$ cat config.mk
export PLATFORM = sky130hd
export DESIGN_NAME = cpu_cen_scheduler
export DESIGN_NICKNAME = d
export VERILOG_FILES = /design/src/rtl/cpu_cen_scheduler.sv
export SDC_FILE = /design/constraint.sdc
export NUM_CORES = 1
export LEC_CHECK = 0
export ABC_AREA = 1
export BUFFER_PORTS_ARGS = -buffer_cell sky130_fd_sc_hd__buf_2
export CAP_MARGIN = 20
export CORE_MARGIN = 2
export CORE_UTILIZATION = 52
export CTS_CLUSTER_SIZE = 14
export DETAILED_ROUTE_END_ITERATION = 8
export GPL_TIMING_DRIVEN = 0
export PLACE_DENSITY = 0.75
export SYNTH_ARGS = -nofsm -noshare
export SYNTH_HDL_FRONTEND = slang
export SYNTH_SLANG_ARGS = --single-unit
$ cat constraint.sdc
create_clock -name clk_sys -period 2 [get_ports clk_sys]
set_input_delay 0.4 -clock clk_sys [delete_from_list [all_inputs] [get_ports clk_sys]]
set_output_delay 0.4 -clock clk_sys [all_outputs]
set_load 0.005 [all_outputs]
$ cat src/rtl/cpu_cen_scheduler.sv
// cpu_cen_scheduler
//   Multi-channel CPU clock-enable scheduler. Each channel turns a base-rate
//   strobe (2x CPU clock) into alternating ce_2/ce_1 pulses for one CPU core.
//   Base strobes that arrive while the ROM cache is not ready are lost to the
//   CPU and recorded as stall debt. The debt is later repaid as rate-limited
//   catch-up pulses, so the long-run CPU speed matches the base rate.
//   A global pause, aligned to vsync, freezes all channels.
//
// Ports
//   clk_sys              : system clock (the only clock)
//   reset                : synchronous, active-high
//   base_ce   [CH]       : per-channel base strobe
//   ready     [CH]       : per-channel memory ready
//   turbo     [CH]       : per-channel advance-every-cycle mode
//   pause_rq, vsync      : pause request and frame sync for pause alignment
//   ovf_clr              : clears the sticky debt overflow flags
//   paused               : global pause state
//   ce_1, ce_2 [CH]      : registered raw phase strobes (to ROM cache)
//   ce_1_cpu, ce_2_cpu   : raw strobes gated by current ready (to CPU)
//   debt      [CH*DW]    : stall debt, channel i at [i*DEBT_W +: DEBT_W]
//   debt_ovf  [CH]       : sticky, set by an increment attempted at DEBT_LIMIT
//   cycle_cnt [CH*CW]    : wrapping count of ce_1_cpu pulses per channel

// Per-channel phase generator, debt accounting and catch-up pacing.
module cpu_cen_lane #(
    parameter int          DEBT_W      = 16,
    parameter int unsigned DEBT_LIMIT  = 16'hFFFF,
    parameter int          CATCHUP_GAP = 0,
    parameter int          CNT_W       = 16
) (
    input  logic              clk_sys,
    input  logic              reset,
    input  logic              paused,
    input  logic              base_ce,
    input  logic              ready,
    input  logic              turbo,
    input  logic              ovf_clr,
    output logic              ce_1,
    output logic              ce_2,
    output logic              ce_1_cpu,
    output logic              ce_2_cpu,
    output logic [DEBT_W-1:0] debt,
    output logic              debt_ovf,
    output logic [CNT_W-1:0]  cycle_cnt
);
    localparam int GAP_W = (CATCHUP_GAP > 0) ? $clog2(CATCHUP_GAP + 1) : 1;

    logic             toggle;
    logic [GAP_W-1:0] gap_cnt;
    logic             catch_ok, adv, catch_adv, stall, at_limit;

    always_comb begin
        catch_ok  = ready & (debt != '0) & (gap_cnt == '0);
        adv       = ~paused & (base_ce | turbo | catch_ok);
        // advance caused purely by catch-up repays one unit of debt
        catch_adv = adv & ~base_ce & ~turbo;
        // debt is frozen while paused, so a stall only counts when running
        stall     = ~paused & base_ce & ~ready;
        at_limit  = (debt == DEBT_W'(DEBT_LIMIT));
    end

    assign ce_1_cpu = ce_1 & ready;
    assign ce_2_cpu = ce_2 & ready;

    always_ff @(posedge clk_sys) begin
        if (reset) begin
            toggle    <= 1'b0;
            ce_1      <= 1'b0;
            ce_2      <= 1'b0;
            debt      <= '0;
            debt_ovf  <= 1'b0;
            gap_cnt   <= '0;
            cycle_cnt <= '0;
        end else begin
            // toggle=0 after reset, so the first advance yields ce_2
            ce_1 <= adv & toggle;
            ce_2 <= adv & ~toggle;
            if (adv)
                toggle <= ~toggle;

            // stall and catch_adv cannot coincide (catch_adv needs ~base_ce)
            if (stall) begin
                if (!at_limit)
                    debt <= debt + 1'b1;
            end else if (catch_adv) begin
                debt <= debt - 1'b1;
            end

            // a saturating increment wins over a coincident clear
            if (stall && at_limit)
                debt_ovf <= 1'b1;
            else if (ovf_clr)
                debt_ovf <= 1'b0;

            // with CATCHUP_GAP=0 this loads 0 and the counter never leaves 0
            if (catch_adv)
                gap_cnt <= GAP_W'(CATCHUP_GAP);
            else if (gap_cnt != '0)
                gap_cnt <= gap_cnt - 1'b1;

            if (ce_1_cpu)
                cycle_cnt <= cycle_cnt + 1'b1;
        end
    end
endmodule

module cpu_cen_scheduler #(
    parameter int          CHANNELS    = 2,
    parameter int          DEBT_W      = 16,
    parameter int unsigned DEBT_LIMIT  = 16'hFFFF,
    parameter int          CATCHUP_GAP = 0,
    parameter int          CNT_W       = 16
) (
    input  logic                       clk_sys,
    input  logic                       reset,
    input  logic [CHANNELS-1:0]        base_ce,
    input  logic [CHANNELS-1:0]        ready,
    input  logic [CHANNELS-1:0]        turbo,
    input  logic                       pause_rq,
    input  logic                       vsync,
    input  logic                       ovf_clr,
    output logic                       paused,
    output logic [CHANNELS-1:0]        ce_1,
    output logic [CHANNELS-1:0]        ce_2,
    output logic [CHANNELS-1:0]        ce_1_cpu,
    output logic [CHANNELS-1:0]        ce_2_cpu,
    output logic [CHANNELS*DEBT_W-1:0] debt,
    output logic [CHANNELS-1:0]        debt_ovf,
    output logic [CHANNELS*CNT_W-1:0]  cycle_cnt
);
    // Pause enters only on a vsync cycle and, once the request drops,
    // follows vsync so it exits on the first cycle vsync is low.
    always_ff @(posedge clk_sys) begin
        if (reset)
            paused <= 1'b0;
        else if (pause_rq & ~paused & vsync)
            paused <= 1'b1;
        else if (~pause_rq & paused)
            paused <= vsync;
    end

    for (genvar i = 0; i < CHANNELS; i++) begin : g_lane
        cpu_cen_lane #(
            .DEBT_W      (DEBT_W),
            .DEBT_LIMIT  (DEBT_LIMIT),
            .CATCHUP_GAP (CATCHUP_GAP),
            .CNT_W       (CNT_W)
        ) u_lane (
            .clk_sys   (clk_sys),
            .reset     (reset),
            .paused    (paused),
            .base_ce   (base_ce[i]),
            .ready     (ready[i]),
            .turbo     (turbo[i]),
            .ovf_clr   (ovf_clr),
            .ce_1      (ce_1[i]),
            .ce_2      (ce_2[i]),
            .ce_1_cpu  (ce_1_cpu[i]),
            .ce_2_cpu  (ce_2_cpu[i]),
            .debt      (debt[i*DEBT_W +: DEBT_W]),
            .debt_ovf  (debt_ovf[i]),
            .cycle_cnt (cycle_cnt[i*CNT_W +: CNT_W])
        );
    end
endmodule

# After elaboration in Yosys (flattened, before gate mapping)
# Index checks and enable logic that the tools add are counted.
[totals]
word_cells = 92
mem_bits_rw = 0
regBits = 75
input_bits = 11
romBits = 0
mem_count = 0
latchBits = 0
[op_classes]
muxes = 11
eq_ne = 4
order_cmp = 0
add_sub_neg = 8
shifts = 0
div_mod_pow = 0
n_bitwise = 41
reduce_logical = 13
n_mul = 0
[op_table]
columns = ["operator", "n"]
rows = [
  ["two-way mux 16 bit", 6],
  ["adder 16 x 1 -> 16 bit, second input constant", 4],
  ["equality test 16 bit, second input constant", 2],
  ["nonzero test 16 bit", 2],
  ["subtractor 16 x 1 -> 16 bit, second input constant", 2],
  ["bitwise AND 1 bit", 25],
  ["inverter 1 bit", 12],
  ["nonzero test 2 bit", 5],
  ["OR reduction 3 bit", 2],
  ["two-way mux 1 bit", 5],
  ["inequality test 2 bit, second input constant", 2],
  ["OR 1 bit", 4],
  ["AND reduction 2 bit", 2],
  ["logical AND 1 bit", 2],
  ["subtractor 1 bit, second input constant", 2],
]

# Longest topological paths before layout
[depth]
ltp_word = 9
mapped_depth = 15
depth_no_buf = 15

# By module
# From an unflattened synthesis, not the netlist that was laid out.
[hier_totals]
hier_cells = 816
hier_area_um2 = 5206.2
[modules_own_cells]
columns = ["module", "instances", "area_per_inst_um2", "cells_per_inst", "seq_area_each_um2"]
rows = [
  ["cpu_cen_lane", 2, 2585.0, 406, 740.7],
  ["cpu_cen_scheduler", 1, 36.3, 4, 20.0],
]

# Worst setup path before layout
# OpenSTA, ideal clock, no wires.
[synth_timing]
path_type = "reg2reg"
start = "register paused"
end = "register g_lane[0].u_lane.debt[14]"
t_arrival_ns = 1.972
stages_incl_launch_ff = 13
synth_period_minus_slack_ns = 2.087
slack_ns = -0.087
setup_ns = 0.115
required_ns = 1.885
path_buffers = 0
cell_sequence = "dfxtp_1 -> inv_2 -> nand3_2 -> clkinv_1 -> fa_1 -> o21ai_1 -> nand2_1 -> nand2_1 -> nand2_1 -> nand2_1 -> nor2_1 -> nor2_1 -> nor2_1"
[synth_between]
elab_chain_len = 6
[synth_lines]
columns = ["item", "line_no", "rtl"]
rows = [
  ["start: declaration", "122", "output logic paused,"],
  ["start signal: assignment", "139", "paused <= vsync;"],
  ["inverter 1 bit *", "54, 58", ""],
  ["bitwise AND 1 bit", "54", "adv = ~paused & (base_ce | turbo | catch_ok);"],
  ["bitwise AND 1 bit (2 in a row)", "56", "catch_adv = adv & ~base_ce & ~turbo;"],
  ["nonzero test 2 bit (no source line)", "n/a", ""],
  ["AND reduction 2 bit (no source line)", "n/a", ""],
  ["end signal: assignment", "84", "debt <= debt + 1'b1;"],
  ["end signal: assignment", "86", "debt <= debt - 1'b1;"],
  ["end: declaration", "42", "output logic [DEBT_W-1:0] debt,"],
]
# Every way passes the cells marked *; elsewhere a longest branch is shown, timed or not.
# A chain may end at the register's enable or synchronous reset.

# Worst setup path after layout
[layout_timing]
start = "register paused"
end = "register g_lane[1].u_lane.debt[13]"
[layout_between]
elab_chain_len = 6
[layout_lines]
columns = ["item", "line_no"]
rows = [
  ["inverter 1 bit *", "54, 58"],
  ["bitwise AND 1 bit", "54"],
  ["bitwise AND 1 bit (2 in a row)", "56"],
  ["nonzero test 2 bit (no source line)", "n/a"],
  ["AND reduction 2 bit (no source line)", "n/a"],
  ["end signal: assignment", "84"],
  ["end signal: assignment", "86"],
  ["end: declaration", "42"],
]
# Marked as above.

==> flow_metrics.tcl <==
set metrics [dict create \
    crit_start "paused" \
    finalSetupViolations 5 \
    busiest_layer "met2" \
    fill_cells 836 \
    powerDensity_mw_per_mm2 728.6 \
    synth_edf_count 0 \
    clock_skew_ps 9.772 \
    relSlewSlack_pct 57.26 \
    start_util_pct 53.35 \
    drt_iter0_markers 211 \
    diodes 0 \
    fmax_mhz 485.3 \
    crit_path_end_kind "register" \
    violations "setup timing" \
    dieWidth_um 104.1 \
    criticalPathCategory "reg2reg" \
    drtAntennaViolNets 0 \
    wl_um 14240 \
    yosysTopAreaCell "dfxtp_1" \
    cts_buffers 9 \
    dp_hpwl_um 9657 \
    wl_per_cell_um 13.29 \
    synthCells 814 \
    die_area_mm2 0.01085 \
    synth.avg_cell_area_um2 6.407 \
    fin_hold_ws_ps 237.5 \
    fin_area_mm2 0.006835 \
    multi_input_area_mm2 0.003774 \
    final_util_pct 69.93 \
    maxCapViolations 0 \
    start_kind "register" \
    met3_usage_pct 3.759 \
    fin_crit_ps 2061 \
    fin_nets 979 \
    crit_end "g_lane[1].u_lane.debt[13]" \
    cp.arrival_ps 2320 \
    cp.depth 13 \
    status "finished, violations left" \
    timing_hold_violations_final 0 \
    dr.pass1.iters 5 \
    vias_per_cell 5.163 \
    cp_max_fo 6 \
    port_buffers 85 \
    row_count 36 \
    cts_tree "built" \
    min_path_type "in2reg" \
    synth.area.top_cells "dfxtp_1 (29%), nand2_1 (16%), nor2_1 (9.6%)" \
    drive_above_1_share_pct 28.57 \
    critical_path.top_delay_family "simple AND/OR/NAND/NOR gates" \
    crit_buf_inv 3 \
    worstPathCellList "inv_8 > nand3_4 > buf_6 > ha_4 > nand2_2 > inv_2 > nand3_2 > nor3_2 > nand2_1 > nand3_1 > nand2_1 > nor2_1 > nor2_1" \
    dpl_cell_area_mm2 0.005826 \
    required_ps 2260 \
    grt_max_degree 14 \
    overflow 0 \
    yosys-top-cells-count "nand2_1 (221), nor2_1 (133), inv_1 (98)" \
    synthesis.area_mm2 0.005215 \
    drc 0 \
    design.core.area_mm2 0.009774 \
    irDropWorstVdd_uv 383.7 \
    clockRootBuffer "clkbuf_8" \
    grt_pass1_vias 4742 \
    reg2reg_setup_slack_ps -60 \
    pre_cts_ws_ps -459.2 \
    leakagePower_nw 3.231 \
    die_h_um 104.1 \
    grt_setup_unrepaired "yes" \
    synth_ff_type "dfxtp_1" \
    setup_tns_ps -123.0 \
    period_share_pct 103.0 \
    r2r-end "g_lane[1].u_lane.debt[13]" \
    area_growth_pct 31.07 \
    grt_pass1_wl_um 21980 \
    clkSlewWorstSetupHoldPaths_ps 90 \
    antenna_found_initial 0 \
    clock_sinks 75 \
    cts_buffer_depth 2 \
    worstMarginPinSlew_ps 641.1 \
    synth-seq-cells 75 \
    grt_use_met1_pct 31.60 \
    cp_slowest_cell "dfxtp_4" \
    synth_most_common_cell "nand2_1" \
    grt.total_usage_pct 24.65 \
    setup_ws_ps -60.56 \
    io_pins 86 \
    met2_usage_pct 42.25 \
    clk_latency_ps 360 \
    ff_latch_area_mm2 0.001506 \
    slew_violations 0 \
    ys_seq_area_share_pct 28.79 \
    ys_types 40 \
    yosys.area.top_type_share_pct 28.79 \
    gp_congestion 0.9046 \
    cp_slowest_stage_delay_ps 380 \
    ctsHtreeMaxLevel 3 \
    synth_warnings 0 \
    async_flop_share_pct 0 \
    r2r_cells 13 \
    reg2reg_from "paused" \
    num_vias 5530 \
]
[stage by stage]
step	power, mW	cells
5_1_grt	5.261	1071
3_3_place_gp	3.142	1033
6_report	4.980	1071
2_1_floorplan	2.813	815
3_5_place_dp	3.161	1033
4_1_cts	4.602	1057
[area by class of cell]
class	count	share of cell area (%)
clock inverters	6	1.318
flip-flops and latches	75	22.04
multi-input cells	615	55.21
repair buffers	106	9.189
repair inverters	1	0.05491
plain buffers	21	2.014
well taps	133	2.435
clock buffers	9	1.812
inverters	105	5.931
[power breakdown]
group          leakage [nW]  switching (mW)  total [mW]  internal [mW]
logic                  2.51            1.09        1.93          0.844
clock network         0.106           0.628        1.33          0.700
registers             0.614           0.137        1.72           1.58
total                  3.23            1.85        4.98           3.13
[layout by cell type, fill, tap and decap left out, types with 3 or more instances in the layout]
master	n
nand2_1	189
nor2_1	125
inv_1	94
buf_2	87
dfxtp_1	73
nand2_2	37
nand3_1	35
a21oi_1	30
buf_4	26
ha_4	24
o21ai_0	19
nand4_1	16
nor3_1	13
xor2_1	12
a21oi_2	12
o21ai_1	11
nor2_2	9
clkbuf_8	9
inv_2	8
nand3b_1	8
xnor2_1	8
ha_1	8
nor3b_1	7
buf_6	6
nor2_4	5
nand2_4	4
clkbuf_1	4
and2_1	4
nand3_2	4
o21bai_1	4
nand3_4	3
or2_4	3
nor3_2	3
[metal layers]
layer | share of wire, % | vias to the layer above
li1 | - | 2823
met1 | 45 | 2521
met2 | 48 | 153
met3 | 4.3 | 33
met4 | 2.6 | 0
met5 | 0 | -
[what timing repair did]
item	in CTS	in global routing
hold buffers	0	0
endpoints found under the hold margin	0	0
cloned	2	1
resized for setup	32	87
setup endpoints to repair	26	18
setup buffers	7	13
pin swaps	3	31
[logic make-up (layout without fill, tap and decap cells)]
kind of cell | after synthesis | count (layout) | synth area share (%)
adder cells (fa/ha/maj) | 34 | 34 | 8.445
other | 1 | 2 | 0.07191
AND/OR/NAND/NOR | 470 | 471 | 39.97
XOR/XNOR | 22 | 22 | 3.695
AO/OA/AOI/OAI | 86 | 86 | 8.805
flip-flops | 75 | 75 | 28.79
buffers and inverters | 126 | 248 | 10.22
[sequential cells by signal, indices dropped and copies added, names as in the netlist]
signal	flops
g_lane.u_lane.gap_cnt	2
g_lane.u_lane.debt	32
g_lane.u_lane.ce_2	2
g_lane.u_lane.debt_ovf	2
g_lane.u_lane.ce_1	2
g_lane.u_lane.toggle	2
paused	1
g_lane.u_lane.cycle_cnt	32
[worst min-delay path by stage]
stage | from | to | slack, ps | cells after the start
after floorplan | g_lane[0].u_lane.toggle | g_lane[0].u_lane.ce_1 | 440 | 2
after global placement | g_lane[1].u_lane.toggle | g_lane[1].u_lane.ce_1 | 450 | 2
after detailed placement | g_lane[1].u_lane.toggle | g_lane[1].u_lane.ce_1 | 450 | 2
after CTS | reset | g_lane[1].u_lane.cycle_cnt[12] | 230 | 2
after global routing | reset | g_lane[1].u_lane.cycle_cnt[12] | 250 | 2
final | reset | g_lane[1].u_lane.cycle_cnt[12] | 240 | 2
Note: power is estimated with default switching activity, not from simulation.
